[src/rtl/fp_mult_pipe.sv]
// Three-stage pipelined floating-point multiplier with valid/ready flow control, FTZ and flags.
// Define FP_MULT_PIPE_RNE_EN for round-to-nearest-even; the default build truncates toward zero.
module fp_mult_pipe #(
    parameter int unsigned EXP_W = 8,
    parameter int unsigned MAN_W = 23
) (
    input  logic                 clock,
    input  logic                 reset_n,
    input  logic                 in_valid,
    output logic                 in_ready,
    input  logic [EXP_W+MAN_W:0] in_a,
    input  logic [EXP_W+MAN_W:0] in_b,
    output logic                 out_valid,
    input  logic                 out_ready,
    output logic [EXP_W+MAN_W:0] out_result,
    output logic [3:0]           out_flags
);
    localparam int unsigned W    = 1 + EXP_W + MAN_W;
    localparam int unsigned PW   = 2 * (MAN_W + 1);
    localparam int unsigned XW   = EXP_W + 2;
    localparam int unsigned BIAS = (1 << (EXP_W - 1)) - 1;
    localparam logic signed [XW-1:0] EXP_ONE  = XW'(1);
    localparam logic signed [XW-1:0] EXP_ZERO = XW'(0);
    localparam logic signed [XW-1:0] EXP_MAX  = XW'((1 << EXP_W) - 1);

    // Whole pipe moves as one; a stalled output freezes every stage.
    logic advance;
    assign advance  = !out_valid || out_ready;
    assign in_ready = advance;

    // Stage 1: unpack, classify, multiply significands, add exponents.
    logic             sa, sb;
    logic [EXP_W-1:0] ea, eb;
    logic [MAN_W-1:0] ma, mb;
    logic             zero_a, zero_b, inf_a, inf_b, nan_a, nan_b, snan_c;
    logic [PW-1:0]    prod_c;
    logic signed [XW-1:0] exp_sum_c;

    assign {sa, ea, ma} = in_a;
    assign {sb, eb, mb} = in_b;
    assign zero_a    = (ea == '0);
    assign zero_b    = (eb == '0);
    assign inf_a     = (ea == '1) && (ma == '0);
    assign inf_b     = (eb == '1) && (mb == '0);
    assign nan_a     = (ea == '1) && (ma != '0);
    assign nan_b     = (eb == '1) && (mb != '0);
    assign snan_c    = (nan_a && !ma[MAN_W-1]) || (nan_b && !mb[MAN_W-1]);
    assign prod_c    = PW'({1'b1, ma}) * PW'({1'b1, mb});
    assign exp_sum_c = $signed(XW'(ea)) + $signed(XW'(eb)) - $signed(XW'(BIAS));

    logic                 v1, s1, nan1, snan1, inf1, zero1;
    logic [PW-1:0]        prod1;
    logic signed [XW-1:0] exp1;

    always_ff @(posedge clock or negedge reset_n) begin
        if (!reset_n) begin
            v1    <= 1'b0;
            s1    <= 1'b0;
            nan1  <= 1'b0;
            snan1 <= 1'b0;
            inf1  <= 1'b0;
            zero1 <= 1'b0;
            prod1 <= '0;
            exp1  <= '0;
        end else if (advance) begin
            v1    <= in_valid;
            s1    <= sa ^ sb;
            nan1  <= nan_a || nan_b;
            snan1 <= snan_c;
            inf1  <= inf_a || inf_b;
            zero1 <= zero_a || zero_b;
            prod1 <= prod_c;
            exp1  <= exp_sum_c;
        end
    end

    // Stage 2: normalise so the hidden bit drops off the top, then round.
    logic [PW-2:0]        norm_c;
    logic [MAN_W-1:0]     mant_n_c, mant_r_c;
    logic                 guard_c, sticky_c;
    logic signed [XW-1:0] exp_n_c, exp_r_c;

    always_comb begin
        norm_c   = prod1[PW-1] ? prod1[PW-2:0] : {prod1[PW-3:0], 1'b0};
        exp_n_c  = prod1[PW-1] ? exp1 + EXP_ONE : exp1;
        mant_n_c = norm_c[PW-2 -: MAN_W];
        guard_c  = norm_c[PW-2-MAN_W];
        sticky_c = |norm_c[PW-3-MAN_W:0];
    end

`ifdef FP_MULT_PIPE_RNE_EN
    logic             round_up_c;
    logic [MAN_W:0]   mant_sum_c;

    // A carry out leaves the mantissa field all-zero, so only the exponent needs bumping.
    always_comb begin
        round_up_c = guard_c && (sticky_c || mant_n_c[0]);
        mant_sum_c = {1'b0, mant_n_c} + (MAN_W + 1)'(round_up_c);
        mant_r_c   = mant_sum_c[MAN_W-1:0];
        exp_r_c    = mant_sum_c[MAN_W] ? exp_n_c + EXP_ONE : exp_n_c;
    end
`else
    always_comb begin
        mant_r_c = mant_n_c;
        exp_r_c  = exp_n_c;
    end
`endif

    logic                 v2, s2, nan2, snan2, inf2, zero2, inexact2;
    logic [MAN_W-1:0]     mant2;
    logic signed [XW-1:0] exp2;

    always_ff @(posedge clock or negedge reset_n) begin
        if (!reset_n) begin
            v2       <= 1'b0;
            s2       <= 1'b0;
            nan2     <= 1'b0;
            snan2    <= 1'b0;
            inf2     <= 1'b0;
            zero2    <= 1'b0;
            inexact2 <= 1'b0;
            mant2    <= '0;
            exp2     <= '0;
        end else if (advance) begin
            v2       <= v1;
            s2       <= s1;
            nan2     <= nan1;
            snan2    <= snan1;
            inf2     <= inf1;
            zero2    <= zero1;
            inexact2 <= guard_c || sticky_c;
            mant2    <= mant_r_c;
            exp2     <= exp_r_c;
        end
    end

    // Stage 3: special operands first, then range checks on the rounded exponent.
    logic [W-1:0] res_c;
    logic [3:0]   flags_c;

    always_comb begin
        res_c   = '0;
        flags_c = 4'b0000;
        if (nan2 || (inf2 && zero2)) begin
            res_c      = {1'b0, {EXP_W{1'b1}}, 1'b1, {(MAN_W-1){1'b0}}};
            flags_c[3] = snan2 || (inf2 && zero2);
        end else if (inf2) begin
            res_c = {s2, {EXP_W{1'b1}}, {MAN_W{1'b0}}};
        end else if (zero2) begin
            res_c = {s2, {(EXP_W+MAN_W){1'b0}}};
        end else if (exp2 >= EXP_MAX) begin
`ifdef FP_MULT_PIPE_RNE_EN
            res_c   = {s2, {EXP_W{1'b1}}, {MAN_W{1'b0}}};
`else
            res_c   = {s2, {(EXP_W-1){1'b1}}, 1'b0, {MAN_W{1'b1}}};
`endif
            flags_c = 4'b0101;
        end else if (exp2 <= EXP_ZERO) begin
            res_c   = {s2, {(EXP_W+MAN_W){1'b0}}};
            flags_c = 4'b0011;
        end else begin
            res_c   = {s2, exp2[EXP_W-1:0], mant2};
            flags_c = {3'b000, inexact2};
        end
    end

    always_ff @(posedge clock or negedge reset_n) begin
        if (!reset_n) begin
            out_valid  <= 1'b0;
            out_result <= '0;
            out_flags  <= 4'b0000;
        end else if (advance) begin
            out_valid  <= v2;
            out_result <= res_c;
            out_flags  <= flags_c;
        end
    end

endmodule

[config.mk]
export PLATFORM = sky130hd
export DESIGN_NAME = fp_mult_pipe
export DESIGN_NICKNAME = d
export VERILOG_FILES = /design/src/rtl/fp_mult_pipe.sv
export SDC_FILE = /design/constraint.sdc
export NUM_CORES = 2
export LEC_CHECK = 0
export CAP_MARGIN = 20
export CORE_MARGIN = 10
export CORE_UTILIZATION = 64
export CTS_BUF_LIST = sky130_fd_sc_hd__clkbuf_16
export CTS_CLUSTER_SIZE = 20
export DETAILED_ROUTE_END_ITERATION = 6
export PLACE_DENSITY = 0.83
export SYNTH_ARGS = -nofsm -noshare
export SYNTH_HDL_FRONTEND = slang
export SYNTH_SLANG_ARGS = --single-unit
[constraint.sdc]
create_clock -name clock -period 2.2 [get_ports clock]
set_clock_uncertainty 0.1 [all_clocks]
set_input_delay 0.66 -clock clock [delete_from_list [all_inputs] [get_ports clock]]
set_output_delay 0.66 -clock clock [all_outputs]
set_load 0.005 [all_outputs]
# ---- After elaboration in Yosys (flattened, before gate mapping)
# Index checks and enable logic that the tools add are counted.
dict set report totals {
  register_bits 141
  latchBits 0
  ramBits 0
  rom_bits 0
  input_bits 68
  output_inout_bits 38
  word_cells 67
  mem_count 0
}
dict set report classes {
  addsub 3
  mul 1
  n_div 0
  n_lt_le_gt_ge 2
  n_eq_ne 2
  shifts 0
  mux 13
  bitwise 1
  reduce_logical 25
}
# op count
set op_table {}
lappend op_table {{2-to-1 mux 31 bit} 4}
lappend op_table {{multiplier 24 x 24 -> 48 bit} 1}
lappend op_table {{2-to-1 mux 47 bit} 1}
lappend op_table {{logical NOT 23 bit} 2}
lappend op_table {{nonzero test 23 bit} 2}
lappend op_table {{2-to-1 mux 32 bit} 1}
lappend op_table {{OR reduction 23 bit} 1}
lappend op_table {{equality test 8 bit, second input constant} 2}
lappend op_table {{logical NOT 8 bit} 2}
lappend op_table {{2-to-1 mux 4 bit} 3}
lappend op_table {{adder 10 x 2 -> 10 bit, second input constant} 1}
lappend op_table {{>= comparator 10 x 9 -> 1 bit, second input constant} 1}
lappend op_table {{<= comparator 10 x 1 -> 1 bit, second input constant} 1}
lappend op_table {{2-to-1 mux 10 bit} 1}
lappend op_table {{subtractor 9 x 7 -> 10 bit, second input constant} 1}
lappend op_table {{adder 8 x 8 -> 9 bit} 1}
lappend op_table {{logical OR 1 bit} 8}
lappend op_table {{logical AND 1 bit} 7}
lappend op_table {{logical NOT 1 bit} 3}
lappend op_table {{2-to-1 mux 3 bit} 1}
lappend op_table {{2-to-1 mux 2 bit} 1}
lappend op_table {{2-to-1 mux 1 bit} 1}
lappend op_table {{bitwise XOR 1 bit} 1}

# ---- Longest topological paths before layout
dict set report logic_depth {
  ltp_word 6
  mapped_depth 26
  ltp_nobuf 24
}

# ---- Worst setup path before layout
# No wires, ideal clock.
dict set report synth_timing {
  path_type {input port to flip-flop}
  start {input port in_a[8]}
  end {register prod1[32]}
  setup_time_ps 137
  t_arrival_ps 6757
  required_time_ps 1963
  setup_slack_ps -4794
  cell_stages 25
  n_path_buf 3
  path_cell_list {clkbuf_1 > clkbuf_1 > nand2_1 > fa_1 > fa_1 > inv_1 > fa_1 > inv_1 > fa_1 > inv_1 > fa_1 > fa_1 > inv_1 > fa_1 > inv_1 > ha_1 > buf_2 > a21o_1 > o21bai_1 > a32o_1 > a31o_2 > o211ai_1 > o21ba_2 > xor2_1 > a21oi_1}
}
dict set report synth_via {
  elab_chain_cells 1
}
# element line
set synth_rtl {}
lappend synth_rtl {{start, declared} 11} ;# input logic [EXP_W+MAN_W:0] in_a,
lappend synth_rtl {{multiplier 24 x 24 -> 48 bit} 48} ;# assign prod_c = PW'({1'b1, ma}) * PW'({1'b1, mb});
lappend synth_rtl {{end signal, assigned} 72} ;# prod1 <= prod_c;
lappend synth_rtl {{end, declared} 52} ;# logic [PW-1:0] prod1;
# Every way passes these cells.
# A chain may end at the register's enable or synchronous reset.

# ---- Final worst setup path
dict set report layout_timing {
  start {input port in_b[22]}
  end {register prod1[42]}
}
dict set report layout_via {
  elab_chain_cells 1
}
# element line
set layout_rtl {}
lappend layout_rtl {{start, declared} 12} ;# input logic [EXP_W+MAN_W:0] in_b,
lappend layout_rtl {{multiplier 24 x 24 -> 48 bit} 48}
# Every way passes these cells.

==> metrics.md <==
| Metric | Value |
|---|---|
| Yosys cell types | `61` |
| Min-delay worst type | `input port to async pin` |
| Slew HR | `a little over two fifths` |
| Per-cell routed wire length | `30.22 um` |
| Final Cycle Share | `357.5%` |
| Kind of critical path | `input port to register` |
| Reg2reg start | `out_valid` |
| Antenna violations before repair | `4` |
| Clock buffer depth | `2` |
| GRT Total Usage | `39.77%` |
| Core area | `0.03874 mm^2` |
| Die area | `0.04759 mm^2` |
| Layout Nets | `between 4000 and 5000` |
| Crit path from | `in_b[22]` |
| Detailed Place HPWL | `62280 um` |
| CTS HTree Levels | `4` |
| Worst path top cell family by delay | `adder cells` |
| Final Max Tran Viols | `0` |
| Vias in the first global route | `25970` |
| Overflow left after global routing | `0` |
| Fillers | `1417` |
| Async set-reset flop share out of synthesis | `between 90% and 100%` |
| Actual slew at the worst max-slew pin | `0.8609 ns` |
| First-pass GRT wire length | `145900 um` |
| Worst path max stage delay | `0.82 ns` |
| Most common cell on crit path | `fa_1` |
| Vias | `between 20000 and 30000` |
| CP Max Fanout | `8` |
| Post-DRT Antenna Nets | `0` |
| Gate Count Post-Synth | `2811` |
| First-pass DRT Iterations | `7` |
| DRT Wirelength | `117400 um` |
| CTS tree | `built` |
| Top-area cell type share of the netlist area | `38.47%` |
| Syn_nets | `3551` |
| Max Cap Viol | `0` |
| Number of flops mapped to enable cells by yosys | `0` |
| Crit path max-delay cell type | `fa_1` |
| Worst hold slack | `approximately 0.029 ns` |
| Most frequent cell after synthesis | `inv_1` |
| Sequential element share of the synthesized area | `14.04%` |
| Largest net degree at the start of global routing | `58` |
| Top cells by area, synth | `fa_1 38%, dfrtp_1 14%, ha_1 9.4%` |
| Cell area after synthesis | `0.02513 mm^2` |
| RSZ-0062 raised after global routing | `yes` |
| Worst-skew pair later-pin latency | `0.43 ns` |
| Most used flip-flop cell after synthesis | `dfrtp_1` |
| Register Area | `between 0.003 and 0.004 mm^2` |
| Synthesized area per cell | `between 8 and 9 um^2` |
| CTS Buf Count | `17` |
| DIE HEIGHT | `218.2 um` |
| DRC | `between 90 and 100` |
| Number of synthesized register bits | `141` |
| Synth top cells by count | `589 x inv_1, 483 x fa_1, 402 x nand2_1` |
| Failing checks | `design-rule violations, negative setup slack` |
| Die X | `~220 um` |
| Share of cells above drive strength 1 | `approximately 33%` |
| Worst Path Arrival | `around 8.1 ns` |
| Clock Sink Count | `141` |
| Synth warn | `0` |
| Worst Setup End Kind | `register` |
| WP data required | `approximately 2.5 ns` |
| IO Port Bufs | `105` |
| CTS root buf | `clkbuf_16` |
| Number of DRC markers in iteration 0 | `between 4000 and 5000` |
| F_max | `0.1271 GHz` |
| Crit path buffers/inverters | `8` |
| Synth-to-Final Area Change | `38.96%` |
| Vias/cell | `around 6.7` |
| I/O pin count | `106` |
| Final min period | `7.866 ns` |
| Clk slew on worst S/H paths | `0.06 ns` |
| Final setup margin | `-5.666 ns` |
| Placed cells | `about 3700` |
| CP cell instances | `dlygate4sd2_1, buf_12, buf_4, nand2_1, fa_1, inv_1, fa_1, fa_1, fa_1, fa_2, fa_1, inv_1, fa_1, inv_2, ha_4, nand4_1, nor3_2, buf_4, o211ai_1, buf_4, a21oi_4, a31oi_4, xnor2_2, a21oi_1` |
| Worst setup SP type | `input port` |
| Status | `complete, but fails checks` |
| Final Hold Fails | `0` |
| Reg2reg setup slack | `-0.10 ns` |
| Multi-input logic area | `0.02125 mm^2` |
| RD Place Congestion | `0.9863` |
| Synth area leader | `fa_1` |
| Fin cells | `3884` |
| Site Rows | `72` |
| Dpl ws | `-5.445 ns` |
| Final Setup Violations | `53` |
| Initial Util | `64.88%` |
final cells by class:
type | instances | share of cell area (%)
diodes | 2 | 0.01433
clock inverters | 15 | 0.6341
repair buffers | 667 | 18.73
well taps | 518 | 1.856
multi-input cells | 1930 | 60.86
inverters | 594 | 6.581
flip-flops and latches | 141 | 10.10
clock buffers | 17 | 1.218
layer usage:
layer  share of wire, %  up-vias  global-route usage, %
met3                 16     1224                  12.00
met1                 30    12270                  45.48
met4                 11       12                  26.52
met5               0.20        -                      0
met2                 42     2982                  63.91
li1                   -     9594                      -
sequential cells by signal, summed over array words and instances, names as in the netlist, 4 cells and up:
signal      count
exp2           10
exp1           10
prod1          48
out_flags       4
out_result     32
mant2          23
path summary, 6_finish.rpt:
kind	endpoint	depth (start not counted)
worst max-delay path	prod1[42]	24
worst min-delay path	out_result[12]	1
worst max register to register	prod1[12]	6
worst min register to register	out_flags[2]	1
max in group asynchronous	exp1[7]	2
min in group clock	out_flags[2]	1
stage by stage:
step,area (um^2),utilization [%],TNS [ns]
2_1_floorplan,26300,-,-161.50
3_3_place_gp,30280,78.18,-225.15
3_5_place_dp,30280,78.18,-230.64
4_1_cts,33890,87.48,-164.75
5_1_grt,34920,90.14,-193.20
6_report,34920,90.16,-193.11
cell usage in the layout, fill, tap and decap left out, drive strengths merged, types with 5 or more instances in the layout:
cell type | Yosys | routed
o21ai | 74 | 74
xor2 | 21 | 21
dlygate4sd2 | 0 | 10
a221o | 23 | 23
xnor2 | 33 | 33
ha | 189 | 189
clkinv | 5 | 10
bufinv | 0 | 5
o21a | 6 | 6
dfrtp | 141 | 141
and2 | 233 | 233
and3 | 8 | 8
clkdlybuf4s50 | 0 | 46
a21oi | 95 | 95
mux2i | 25 | 25
o21bai | 16 | 16
nor3 | 20 | 20
inv | 589 | 590
o211ai | 5 | 5
clkbuf | 132 | 20
a21o | 21 | 21
buf | 14 | 601
nor2 | 145 | 145
a31oi | 10 | 10
nand3 | 20 | 20
o221ai | 5 | 5
nand4 | 22 | 22
nand2 | 402 | 402
fa | 483 | 483
nor4 | 23 | 23
cells by family after synthesis:
| group | Yosys count | synth area share (%) |
|---|---|---|
| compound gates | 288 | 7.463 |
| mux | 26 | 1.041 |
| flops | 141 | 14.04 |
| buf+inv | 740 | 11.12 |
| simple gates | 890 | 16.57 |
| fa+ha+maj | 672 | 47.88 |
| xor+xnor | 54 | 1.882 |
worst reg2reg max path, stage by stage (launching register included):
cell	delay, ns
dfrtp_1	0.39
nor2b_4	0.14
clkinv_2	0.05
buf_4	0.30
buf_4	0.46
nor2_1	0.14
a21oi_1	0.55
what timing repair did:
action,CTS,global route
gates cloned,10,0
setup buffers,129,59
pin swaps,274,200
endpoints found under the hold margin,0,0
resized for setup,639,219
hold buffers,0,0
endpoints found under the setup margin,55,58
Power is not shown: default switching activity piles up to over one toggle a cycle in this logic, so the estimate is an artifact.
